===== config.mk =====
export PLATFORM = sky130hd
export DESIGN_NAME = alpharetz_spi_controller
export DESIGN_NICKNAME = d
export VERILOG_FILES = /design/src/rtl/alpharetz_spi_pkg.sv /design/src/rtl/alpharetz_spi_clk_div.sv /design/src/rtl/alpharetz_spi_controller.sv
export SDC_FILE = /design/constraint.sdc
export NUM_CORES = 1
export LEC_CHECK = 0
export CAP_MARGIN = 5
export CELL_PAD_IN_SITES_DETAIL_PLACEMENT = 0
export CELL_PAD_IN_SITES_GLOBAL_PLACEMENT = 1
export CORE_UTILIZATION = 44
export CTS_CLUSTER_DIAMETER = 100
export DETAILED_ROUTE_END_ITERATION = 7
export GPL_ROUTABILITY_DRIVEN = 0
export GPL_TIMING_DRIVEN = 0
export PLACE_DENSITY = 0.87
export SLEW_MARGIN = 0
export SYNTH_ARGS = -nofsm -noshare
export SYNTH_HDL_FRONTEND = slang
export SYNTH_SLANG_ARGS = --single-unit

===== constraint.sdc =====
create_clock -name sys_clk -period 2.5 [get_ports sys_clk]
set_clock_uncertainty 0.2 [all_clocks]
set_input_delay 0.25 -clock sys_clk [delete_from_list [all_inputs] [get_ports sys_clk]]
set_output_delay 0.25 -clock sys_clk [all_outputs]
set_load 0.005 [all_outputs]

===== src/rtl/alpharetz_spi_pkg.sv =====
// Shared constants and state encoding for the Alpharetz SPI controller.
// The controller and its clock divider both import this package.
package alpharetz_spi_pkg;

  localparam int SPI_DATA_WIDTH_DEF = 8;
  localparam int PERI_CNT_DEF       = 4;
  localparam int P_ADDR_WIDTH_DEF   = 2;
  localparam int CLK_DIV_DEF        = 4;
  localparam int DIV_CNT_WIDTH      = 16;

  typedef enum logic [1:0] {
    IDLE,
    SETUP,
    TRANSFER,
    HOLD
  } spi_state_e;

endpackage


===== src/rtl/alpharetz_spi_clk_div.sv =====
// Enable-gated half-period divider for the SPI serial clock.
// Emits a one-cycle tick every CLK_DIV enabled cycles; clear parks it at zero.
module alpharetz_spi_clk_div
  import alpharetz_spi_pkg::*;
#(
  parameter int CLK_DIV = CLK_DIV_DEF
) (
  input  logic sys_clk,
  input  logic sys_rst_n,
  input  logic sys_clk_en,
  input  logic clear,
  output logic tick
);

  localparam logic [DIV_CNT_WIDTH-1:0] TERMINAL = DIV_CNT_WIDTH'(CLK_DIV - 1);

  logic [DIV_CNT_WIDTH-1:0] cnt;

  // Combinational so the FSM acts on the same edge the count wraps.
  assign tick = sys_clk_en && !clear && (cnt == TERMINAL);

  // NOTE: state registers use non-blocking assignments so every register
  // samples pre-edge values; blocking here would create order-dependent races.
  always_ff @(posedge sys_clk or negedge sys_rst_n) begin
    if (!sys_rst_n) begin
      cnt <= '0;
    end else if (sys_clk_en) begin
      if (clear || cnt == TERMINAL) begin
        cnt <= '0;
      end else begin
        cnt <= cnt + DIV_CNT_WIDTH'(1);
      end
    end
  end

endmodule


===== src/rtl/alpharetz_spi_controller.sv =====
// Mode-0 SPI master: one full-duplex word per request, MSB first,
// one active-low select per peripheral, all outputs registered.
module alpharetz_spi_controller
  import alpharetz_spi_pkg::*;
#(
  parameter int SPI_DATA_WIDTH = SPI_DATA_WIDTH_DEF,
  parameter int PERI_CNT       = PERI_CNT_DEF,
  parameter int P_ADDR_WIDTH   = P_ADDR_WIDTH_DEF,
  parameter int CLK_DIV        = CLK_DIV_DEF
) (
  input  logic                      sys_clk,
  input  logic                      sys_rst_n,
  input  logic                      sys_clk_en,
  input  logic                      start_txn,
  input  logic [SPI_DATA_WIDTH-1:0] tx_data,
  input  logic [P_ADDR_WIDTH-1:0]   p_addr,
  input  logic                      cipo,
  output logic                      copi,
  output logic                      p_clk,
  output logic [PERI_CNT-1:0]       p_sel_n,
  output logic                      end_txn,
  output logic [SPI_DATA_WIDTH-1:0] rx_data,
  output logic                      busy
);

  localparam int BIT_CNT_WIDTH = $clog2(SPI_DATA_WIDTH);
  localparam logic [BIT_CNT_WIDTH-1:0] LAST_BIT = BIT_CNT_WIDTH'(SPI_DATA_WIDTH - 1);

  spi_state_e                state;
  logic [SPI_DATA_WIDTH-1:0] tx_shift;
  logic [SPI_DATA_WIDTH-1:0] rx_shift;
  logic [BIT_CNT_WIDTH-1:0]  bit_cnt;
  logic                      tick;
  logic                      div_clear;
  logic                      addr_ok;

  // Divider restarts from zero on every accepted request.
  assign div_clear = (state == IDLE);
  assign addr_ok   = (32'(p_addr) < 32'(PERI_CNT));

  alpharetz_spi_clk_div #(
    .CLK_DIV (CLK_DIV)
  ) u_clk_div (
    .sys_clk    (sys_clk),
    .sys_rst_n  (sys_rst_n),
    .sys_clk_en (sys_clk_en),
    .clear      (div_clear),
    .tick       (tick)
  );

  always_ff @(posedge sys_clk or negedge sys_rst_n) begin
    if (!sys_rst_n) begin
      state    <= IDLE;
      tx_shift <= '0;
      rx_shift <= '0;
      bit_cnt  <= '0;
      copi     <= 1'b0;
      p_clk    <= 1'b0;
      p_sel_n  <= '1;
      end_txn  <= 1'b0;
      rx_data  <= '0;
      busy     <= 1'b0;
    end else if (sys_clk_en) begin
      // The completion pulse lives for exactly one enabled cycle.
      end_txn <= 1'b0;
      unique case (state)
        IDLE: begin
          if (start_txn && addr_ok) begin
            // tx_shift keeps only the bits still to be sent after the MSB.
            tx_shift <= {tx_data[SPI_DATA_WIDTH-2:0], 1'b0};
            rx_shift <= '0;
            bit_cnt  <= '0;
            copi     <= tx_data[SPI_DATA_WIDTH-1];
            p_sel_n  <= ~(PERI_CNT'(1) << p_addr);
            busy     <= 1'b1;
            state    <= SETUP;
          end
        end
        SETUP: begin
          if (tick) begin
            state <= TRANSFER;
          end
        end
        TRANSFER: begin
          if (tick) begin
            if (!p_clk) begin
              p_clk    <= 1'b1;
              rx_shift <= {rx_shift[SPI_DATA_WIDTH-2:0], cipo};
            end else begin
              p_clk    <= 1'b0;
              copi     <= tx_shift[SPI_DATA_WIDTH-1];
              tx_shift <= {tx_shift[SPI_DATA_WIDTH-2:0], 1'b0};
              if (bit_cnt == LAST_BIT) begin
                bit_cnt <= '0;
                state   <= HOLD;
              end else begin
                bit_cnt <= bit_cnt + BIT_CNT_WIDTH'(1);
              end
            end
          end
        end
        HOLD: begin
          if (tick) begin
            p_sel_n <= '1;
            copi    <= 1'b0;
            rx_data <= rx_shift;
            end_txn <= 1'b1;
            busy    <= 1'b0;
            state   <= IDLE;
          end
        end
        default: state <= IDLE;
      endcase
    end
  end

endmodule


### Word level (Yosys, flattened, before mapping)

Cells that the tools add are included.

* $add $sub $neg: 2
* equality and inequality tests: 12
* shifts and indexed selects: 1
* muxes and demuxes: 34
* bitwise logic cells: 1
* reductions and logical operators: 15

Operator list (count)
* 8-bit two-way mux: 6
* 8-bit case mux with 2 select lines: 2
* 16-bit by 1-bit adder with 16-bit output (second input constant): 1
* 16-bit by 2-bit == test with 1-bit output (second input constant): 1
* 16-bit two-way mux: 1
* 2-bit != test (second input constant): 7
* 2-bit two-way mux: 6
* 3-bit two-way mux: 4
* 5-bit AND reduction: 2
* 1-bit two-way mux: 8
* 4-bit two-way mux: 2
* 2-bit case mux with 4 select lines: 1
* 4-bit case mux with 2 select lines: 1
* 7-bit AND reduction: 1
* 3-bit case mux with 2 select lines: 1
* 3-bit AND reduction: 2
* 6-bit AND reduction: 1
* 2-bit == test (second input constant): 2
* 4-bit inverter: 1
* 4-bit AND reduction: 1
* 2-bit nonzero test: 2
* 1-bit by 2-bit left shift with 4-bit output (first input constant): 1
* 3-bit by 1-bit adder with 3-bit output (second input constant): 1
* 3-bit == test (second input constant): 1
* 8 further kinds: 9

* flip-flop bits (word level): 53
* bits of input ports: 15
* logic and storage cells: 76

### Longest topological paths before layout

Gate-level depths: netlist of the first run.

* depth after elaboration: 6
* gate-level depth with buffers: 8
* depth with buffers taken out: 6

### By module

A second synthesis of the first run with hierarchy kept.

* cell total of the unflattened synthesis: 233
* area total of the unflattened synthesis: 2542.4 µm²

Modules (own cells, without submodules)
* alpharetz_spi_controller: instances 1, cells an instance 140, area each 1667.8 µm²
* alpharetz_spi_clk_div: instances 1, cells an instance 93, area each 874.6 µm²

### Worst setup path after synthesis of the first run

No wires, ideal clock.

* path kind: reg2reg
* start: register state[0]
* end: register tx_shift[5]
* setup time: 0.125 ns
* arrival: 1.866 ns
* data required time: 2.175 ns
* setup slack: 0.309 ns
* stages on the path, launching flop included: 7
* buffers on the path: 2
* clock period less this slack: 2.191 ns
* path through: dfrtp_1 -> inv_1 -> ha_1 -> clkbuf_1 -> clkbuf_1 -> mux2_2 -> mux2_2

* cells in the longest elaborated chain, start to end: 6
* elaborated cells on any way between the ends: 11

RTL lines
* start: declaration: RTL line alpharetz_spi_controller.sv:29 `spi_state_e state;`
* start signal: assignment: RTL line alpharetz_spi_controller.sv:53 `state <= IDLE;`
* start signal: assignment: RTL line alpharetz_spi_controller.sv:76 `state <= SETUP;`
* start signal: assignment: RTL line alpharetz_spi_controller.sv:81 `state <= TRANSFER;`
* 2-bit zero test: RTL line alpharetz_spi_controller.sv:38, alpharetz_spi_controller.sv:66
* 1-bit zero test: RTL line alpharetz_spi_clk_div.sv:20 `assign tick = sys_clk_en && !clear && (cnt == TERMINAL);`
* 1-bit logical AND (2 in series): RTL line alpharetz_spi_clk_div.sv:20
* 2-bit != test (no source line)
* 5-bit AND reduction (no source line)
* end signal: assignment: RTL line alpharetz_spi_controller.sv:70 `tx_shift <= {tx_data[SPI_DATA_WIDTH-2:0], 1'b0};`
* end signal: assignment: RTL line alpharetz_spi_controller.sv:92 `tx_shift <= {tx_shift[SPI_DATA_WIDTH-2:0], 1'b0};`
* end: declaration: RTL line alpharetz_spi_controller.sv:30 `logic [SPI_DATA_WIDTH-1:0] tx_shift;`

Parallel ways exist; a longest one is shown, timed or not.
A chain may end at the register's enable or synchronous reset.

### Worst setup path after layout of the first run

* start: register u_clk_div.cnt[0]
* end: register tx_shift[2]

* cells in the longest elaborated chain, start to end: 4

RTL lines
* start: declaration: RTL line alpharetz_spi_clk_div.sv:17 `logic [DIV_CNT_WIDTH-1:0] cnt;`
* start signal: assignment: RTL line alpharetz_spi_clk_div.sv:31 `cnt <= cnt + DIV_CNT_WIDTH'(1);`
* 16-bit by 2-bit == test with 1-bit output: RTL line alpharetz_spi_clk_div.sv:20
* 1-bit logical AND: RTL line alpharetz_spi_clk_div.sv:20
* 2-bit != test (no source line)
* 5-bit AND reduction (no source line)

No other way between the ends.

==> reports/summary.txt, run 1 <==
Placed Instance Area - 3140 um2
row count - 28
Fin. Hold Viols - 0
Static Leak - 1.37 nW
Post-synth EDFFs - 0
CP max FO - 7
Boundary Pins - 31
Final Power - 2.73 mW
clk root buf - clkbuf_8
Inserted Diodes - 0
Avg Cell Area, Syn - 10.3 um2
area occupied by multi-input gates - 1320 um2
Required @ worst endpoint - 2.51 ns
design area - 3250 um2
Worst-path clk slew - 0.09 ns
largest net degree at the start of global routing - 33
share of layout cells above drive strength 1 - 0.180
Sink Count - 52
fin crit share - 0.926
Residual DRC - 0
antenna violations before repair - 0
Remaining Overflow, GRT - 0
DR WL/cell - 14.5 um
CP endpoint kind - register
Chip Width - 80.8 um
final setup fails - 0
Yosys top cell area share - 0.440
Vias/cell - 5.51
Starting Density - 0.459
vias in the first global route - 1978
Reg area - 1310 um2
global-route wire length before repair - 9450 um
CTS buffer count - 5
DRT iter0 DRCs - 163
DIE AREA - 6530 um2
core area - 5960 um2
CP Launch Type - register
status - complete, no violations
Synth area leader - dfrtp_1
port bufs - 30
Yosys warning total - 0
clk buf depth - 2
Synth Register Bits - 52
Power Density - 837 nW/um2
fill count - 559
Vias - 2099
synth unique cells - 49
Layout Nets - 328
Cell Area, Synth - 2730 um2
Worst Tran Pin Value - 0.549 ns
sequential cell area fraction in the yosys report - 0.478
Hold Crit Class - primary input to asynchronous set/reset pin
post-CTS setup buffers - 0
max frequency - 432 MHz
remaining antenna violation count - 0
top cells by area, synth - dfrtp_1 (44%), mux2_2 (8.7%), dfstp_2 (3.8%), ha_1 (3.7%), xnor2_1 (3.2%)
Synth-to-Final Area Change - 19.1%
Reg2Reg Depth - 5
Synth top cells by count - dfrtp_1 (48), mux2_2 (21), nor2_1 (21), nand2_1 (20), nand3_1 (15)
H-tree depth - 2
fraction of registers with async set/reset - 1.00
Setup Crit Path Kind - register to register
Main synth FF type - dfrtp_1
crit path time final - 2.32 ns
Synth Net Count - 289
RSZ-0062 raised after global routing - false
WP data arrival - 2.32 ns
Final Routed Wirelength - 5520 um
DPL Wire Length - 4060 um
CTS tree - yes
VDD IR max - 390 uV
worst skew pair latency - 0.32 ns
Overall Global Routing Usage - 0.188
TritonRoute pass-1 iters - 4
Pins Over Slew Limit - 0
die height - 80.8 um
Max-slew headroom - 0.631
Post-Syn Instances - 266
Max-Cap Viols - 0
most frequent cell after synthesis - dfrtp_1
## path summary, 6_finish.rpt
check | end | from | slack [ns]
max in group asynchronous | p_sel_n[1] | sys_rst_n | 1.29
setup / recovery | tx_shift[2] | u_clk_div.cnt[0] | 0.18
hold / removal | u_clk_div.cnt[10] | sys_rst_n | 0.22
setup reg to reg | tx_shift[2] | u_clk_div.cnt[0] | 0.18
min in group sys_clk | busy | busy | 0.31
hold reg to reg | busy | busy | 0.31
## critical path, cell delays in order, from the launching register on
cell     delay (ns)
dfrtp_1        0.42
ha_1           0.30
nor4b_1        0.25
nand4_1        0.27
o21ai_2        0.39
mux2_2         0.38
## through the flow
step | utilization | worst slack, ns | instances | TNS [ns] | hold slack, ns
2_1_floorplan | - | 0.309 | 266 | 0 | -0.246
3_3_place_gp | 0.525 | -0.595 | 371 | -30.19 | 0.279
3_5_place_dp | 0.527 | -0.141 | 372 | -2.42 | 0.0458
4_1_cts | 0.546 | 0.0129 | 381 | 0 | 0.249
5_1_grt | 0.546 | 0.0178 | 381 | 0 | 0.307
6_report | 0.546 | 0.184 | 381 | 0 | 0.222
## state kept, by name (all words and copies together), names as in the netlist
| register | flops |
|---|---|
| state | 2 |
| end_txn | 1 |
| p_sel_n | 4 |
| copi | 1 |
| p_clk | 1 |
| rx_data | 8 |
| busy | 1 |
| rx_shift | 8 |
| bit_cnt | 3 |
| tx_shift | 7 |
| u_clk_div.cnt | 16 |
## final cells by class
type / count / area share
clock buffers: 5 / 0.0211
well taps: 75 / 0.0288
inverters: 13 / 0.0150
clock inverters: 3 / 0.00730
flip-flops and latches: 52 / 0.401
multi-input cells: 187 / 0.404
repair buffers: 32 / 0.100
plain buffers: 14 / 0.0219
## routing by layer
layer | share of wire | wire length, um | up-vias | GRT usage
met5 | 0 | 0 | - | 0
met4 | 0.014 | 78 | 0 | 0.0589
met3 | 0.039 | 213 | 6 | 0.0337
met2 | 0.44 | 2430 | 50 | 0.296
met1 | 0.51 | 2790 | 999 | 0.265
li1 | - | - | 1044 | -
## cells in the final DEF, fill, tap and decap left out, drive strengths merged, types with 2 or more instances in the layout
cell,instances
a32oi,4
nand3,16
nand2b,2
nor4b,3
a221oi,3
mux2i,2
o22ai,2
buf,6
inv,13
dfrtp,48
dfstp,4
xnor2,10
nor2,21
clkbuf,15
nor2b,5
and3,2
or3,3
a21oi,2
mux2,21
ha,8
nor4,13
nand2,20
o21ai,15
clkdlybuf4s50,29
or4,2
nand4,8
o211ai,2
a31oi,2
nor3,8
or4b,2
clkinvlp,2
## power by group
| group | internal, mW | switching (mW) |
|---|---|---|
| Clock | 0.199 | 0.300 |
| Combinational | 0.517 | 0.532 |
| Sequential | 1.05 | 0.130 |
## repair_timing
item / CTS / global route
endpoints found under the hold margin: 20 / 0
cloned: 0 / 0
hold buffers: 1 / 0
gates resized for setup: 2 / 5
endpoints found under the setup margin: 7 / 23
## kinds of logic after synthesis
family / after synthesis / share of synthesized area
adder cells (fa/ha/maj): 8 / 0.0366
AO/OA/AOI/OAI: 38 / 0.0935
flip-flops: 52 / 0.478
multiplexers: 23 / 0.0939
buffers and inverters: 27 / 0.0426
AND/OR/NAND/NOR: 107 / 0.220
XOR/XNOR: 11 / 0.0353
No activity file was read; power rests on OpenSTA's default activity.
==> inputs of run 2 (changes only) <==
--- a/config.mk
+++ b/config.mk
@@ -10,3 +10,4 @@
 export CELL_PAD_IN_SITES_GLOBAL_PLACEMENT = 1
-export CORE_UTILIZATION = 44
+export CORE_UTILIZATION = 46
+export CTS_BUF_LIST = sky130_fd_sc_hd__clkbuf_4
 export CTS_CLUSTER_DIAMETER = 100
@@ -15,3 +16,4 @@
 export GPL_TIMING_DRIVEN = 0
-export PLACE_DENSITY = 0.87
+export PLACE_DENSITY = 0.9
+export SKIP_LAST_GASP = 1
 export SLEW_MARGIN = 0
==> constraint.sdc (replaced) <==
create_clock -name sys_clk -period 2.5 [get_ports sys_clk]
set_clock_uncertainty 0.2 [all_clocks]
set_input_delay 0.5 -clock sys_clk [delete_from_list [all_inputs] [get_ports sys_clk]]
set_output_delay 0.5 -clock sys_clk [all_outputs]
set_load 0.005 [all_outputs]
==> reports/summary.txt, run 2 (synthesized netlist as in run 1, its figures left out) <==
core area - 5610 um2 (-5.8%)
Hold Crit Class - register to register
Static Leak - 1.37 nW (-0.25%)
Slowest-stage cell, CP - clkdlybuf4s50_1
fill count - 513 (-8.2%)
Layout Nets - 328 (unchanged)
CP endpoint kind - register
max frequency - 429 MHz (-0.60%)
Starting Density - 0.487 (+0.0284)
Final Power - 2.64 mW (-3.3%)
largest net degree at the start of global routing - 34 (+3.0%)
Required @ worst endpoint - 2.57 ns (+0.06 ns)
vias in the first global route - 2056 (+3.9%)
Top Registers - u_clk_div.cnt (16), rx_data (8), rx_shift (8)
DPL Wire Length - 4090 um (+0.77%)
Sink Count - 52 (unchanged)
Setup Crit Path Kind - primary input to register
port bufs - 30 (unchanged)
design area - 3230 um2 (-0.77%)
Inserted Diodes - 0 (unchanged)
row count - 27 (-3.6%)
DIE AREA - 6250 um2 (-4.2%)
crit path cell chain - clkdlybuf4s50_1 -> clkbuf_1 -> nand3_1 -> or2_2 -> o21ai_4 -> mux2_2
RSZ-0062 raised after global routing - false
CP Launch Point - sys_clk_en
GRT met3 Usage - 0.0448 (+0.0111)
DRT iter0 DRCs - 99 (-39%)
Chip Width - 79.1 um (-2.1%)
CTS tree - yes
fin crit share - 0.932 (+0.00562)
TritonRoute pass-1 iters - 4 (unchanged)
Max-Cap Viols - 0 (unchanged)
clk root buf - clkbuf_4
largest reg by FF count - u_clk_div.cnt
hold slack - 0.324 ns (+0.101 ns)
most heavily used metal layer in global routing - met2
Max-slew headroom - 0.632 (+0.00151)
most common cell after layout, fill and taps aside - dfrtp_1
post-CTS setup buffers - 0 (unchanged)
final setup fails - 0 (unchanged)
Worst-path clk slew - 0.15 ns (+0.06 ns)
clk buf depth - 2 (unchanged)
Synth-to-Final Area Change - 18.2%
Remaining Overflow, GRT - 0 (unchanged)
most frequent cells in the layout - dfrtp_1 (48), clkdlybuf4s50_1 (29), nor2_1 (21), mux2_2 (21), nand2_1 (20)
Pins Over Slew Limit - 0 (unchanged)
WP data arrival - 2.41 ns (+0.09 ns)
status - complete, no violations
HP Start - tx_shift[2]
CP max FO - 10 (+3)
Residual DRC - 0 (unchanged)
max incr delay on CP - 0.52 ns (+0.10 ns)
Final Routed Wirelength - 5500 um (-0.34%)
Vias - 2146 (+2.2%)
Vias/cell - 5.68 (+3.1%)
Power Density - 817 nW/um2 (-2.5%)
DR WL/cell - 14.5 um (+0.45%)
H-tree depth - 2 (unchanged)
Placed Instance Area - 3140 um2 (-0.12%)
GR Util met1 - 0.275 (+0.00991)
Boundary Pins - 31 (unchanged)
global-route wire length before repair - 9600 um (+1.5%)
worst skew pair latency - 0.38 ns (+0.06 ns)
Overall Global Routing Usage - 0.198 (+0.00958)
antenna violations before repair - 0 (unchanged)
Fin. Hold Viols - 0 (unchanged)
CTS buffer count - 5 (unchanged)
Worst Tran Pin Value - 0.549 ns (+0.000629 ns)
crit path time final - 2.33 ns (+0.0140 ns)
die height - 79.1 um (-2.1%)
met2 usage - 0.302 (+0.00596)
remaining antenna violation count - 0 (unchanged)
max reg flops - 16 (unchanged)
CP Launch Type - primary input
FF-to-FF Start - u_clk_div.cnt[0]
share of layout cells above drive strength 1 - 0.180 (unchanged)
VDD IR max - 467 uV (+20%)
## run 2: changes by cell type in the layout (fill, tap and decap cells not counted), sizes merged
cell and change:
clkinvlp -2, inv +2
## run 2: path summary, 6_finish.rpt
| kind | endpoint | slack, ns | cells after the start |
|---|---|---|---|
| max in group asynchronous | p_sel_n[3] | 1.10 | 3 |
| min in group asynchronous | u_clk_div.cnt[9] | 0.40 | 2 |
| setup reg to reg | rx_shift[3] | 0.19 | 7 |
| hold reg to reg | tx_shift[2] | 0.32 | 1 |
| hold / removal | tx_shift[2] | 0.32 | 1 |
| setup / recovery | tx_shift[5] | 0.17 | 6 |
## run 2: stage by stage
| step | worst slack [ns] | std cells | TNS (ns) | util |
|---|---|---|---|---|
| 2_1_floorplan | 0.309 | 266 | 0 | - |
| 3_3_place_gp | -0.811 | 368 | -48.68 | 0.557 |
| 3_5_place_dp | -0.438 | 369 | -9.68 | 0.559 |
| 4_1_cts | 0.0566 | 378 | 0 | 0.574 |
| 5_1_grt | 0.0112 | 378 | 0 | 0.576 |
| 6_report | 0.170 | 378 | 0 | 0.576 |
## run 2: critical path: cells and delay by family
kind                   cells  cell delay (ns)
buffers and inverters      2             0.87
and+or+nand+nor            2             0.54
muxes                      1             0.36
AOI/OAI and AO/OA          1             0.12
## run 2: layer usage
layer	routed length, um	vias up
met5	0	-
met4	102	0
met3	246	10
met2	2540	51
met1	2610	1045
li1	-	1040
## run 2: final cells by class
type | count | area, um2 | area share
buffer | 14 | 71.3 | 0.0221
clock buffer | 5 | 37.5 | 0.0116
clock inverter | 3 | 26.3 | 0.00814
inverter | 13 | 48.8 | 0.0151
multi-input combinational | 187 | 1320 | 0.410
sequential | 52 | 1310 | 0.404
tap | 72 | 90.1 | 0.0279
timing repair buffer | 32 | 325 | 0.101
## run 2: timing repair
action	in CTS	in global routing
gates resized for setup	3	5
pin swaps	0	0
endpoints found under the hold margin	19	0
hold buffers	1	0
endpoints found under the setup margin	14	22
## run 2: power breakdown
group,internal [mW],switching (mW)
combinational,0.518,0.539
clock,0.119,0.282
sequential,1.05,0.132
==> inputs of run 3 (changes only) <==
GPL_ROUTABILITY_DRIVEN = default   (was 0)
==> results of run 3 <==
The final DEF is identical to that of run 2; final timing and power are the same.
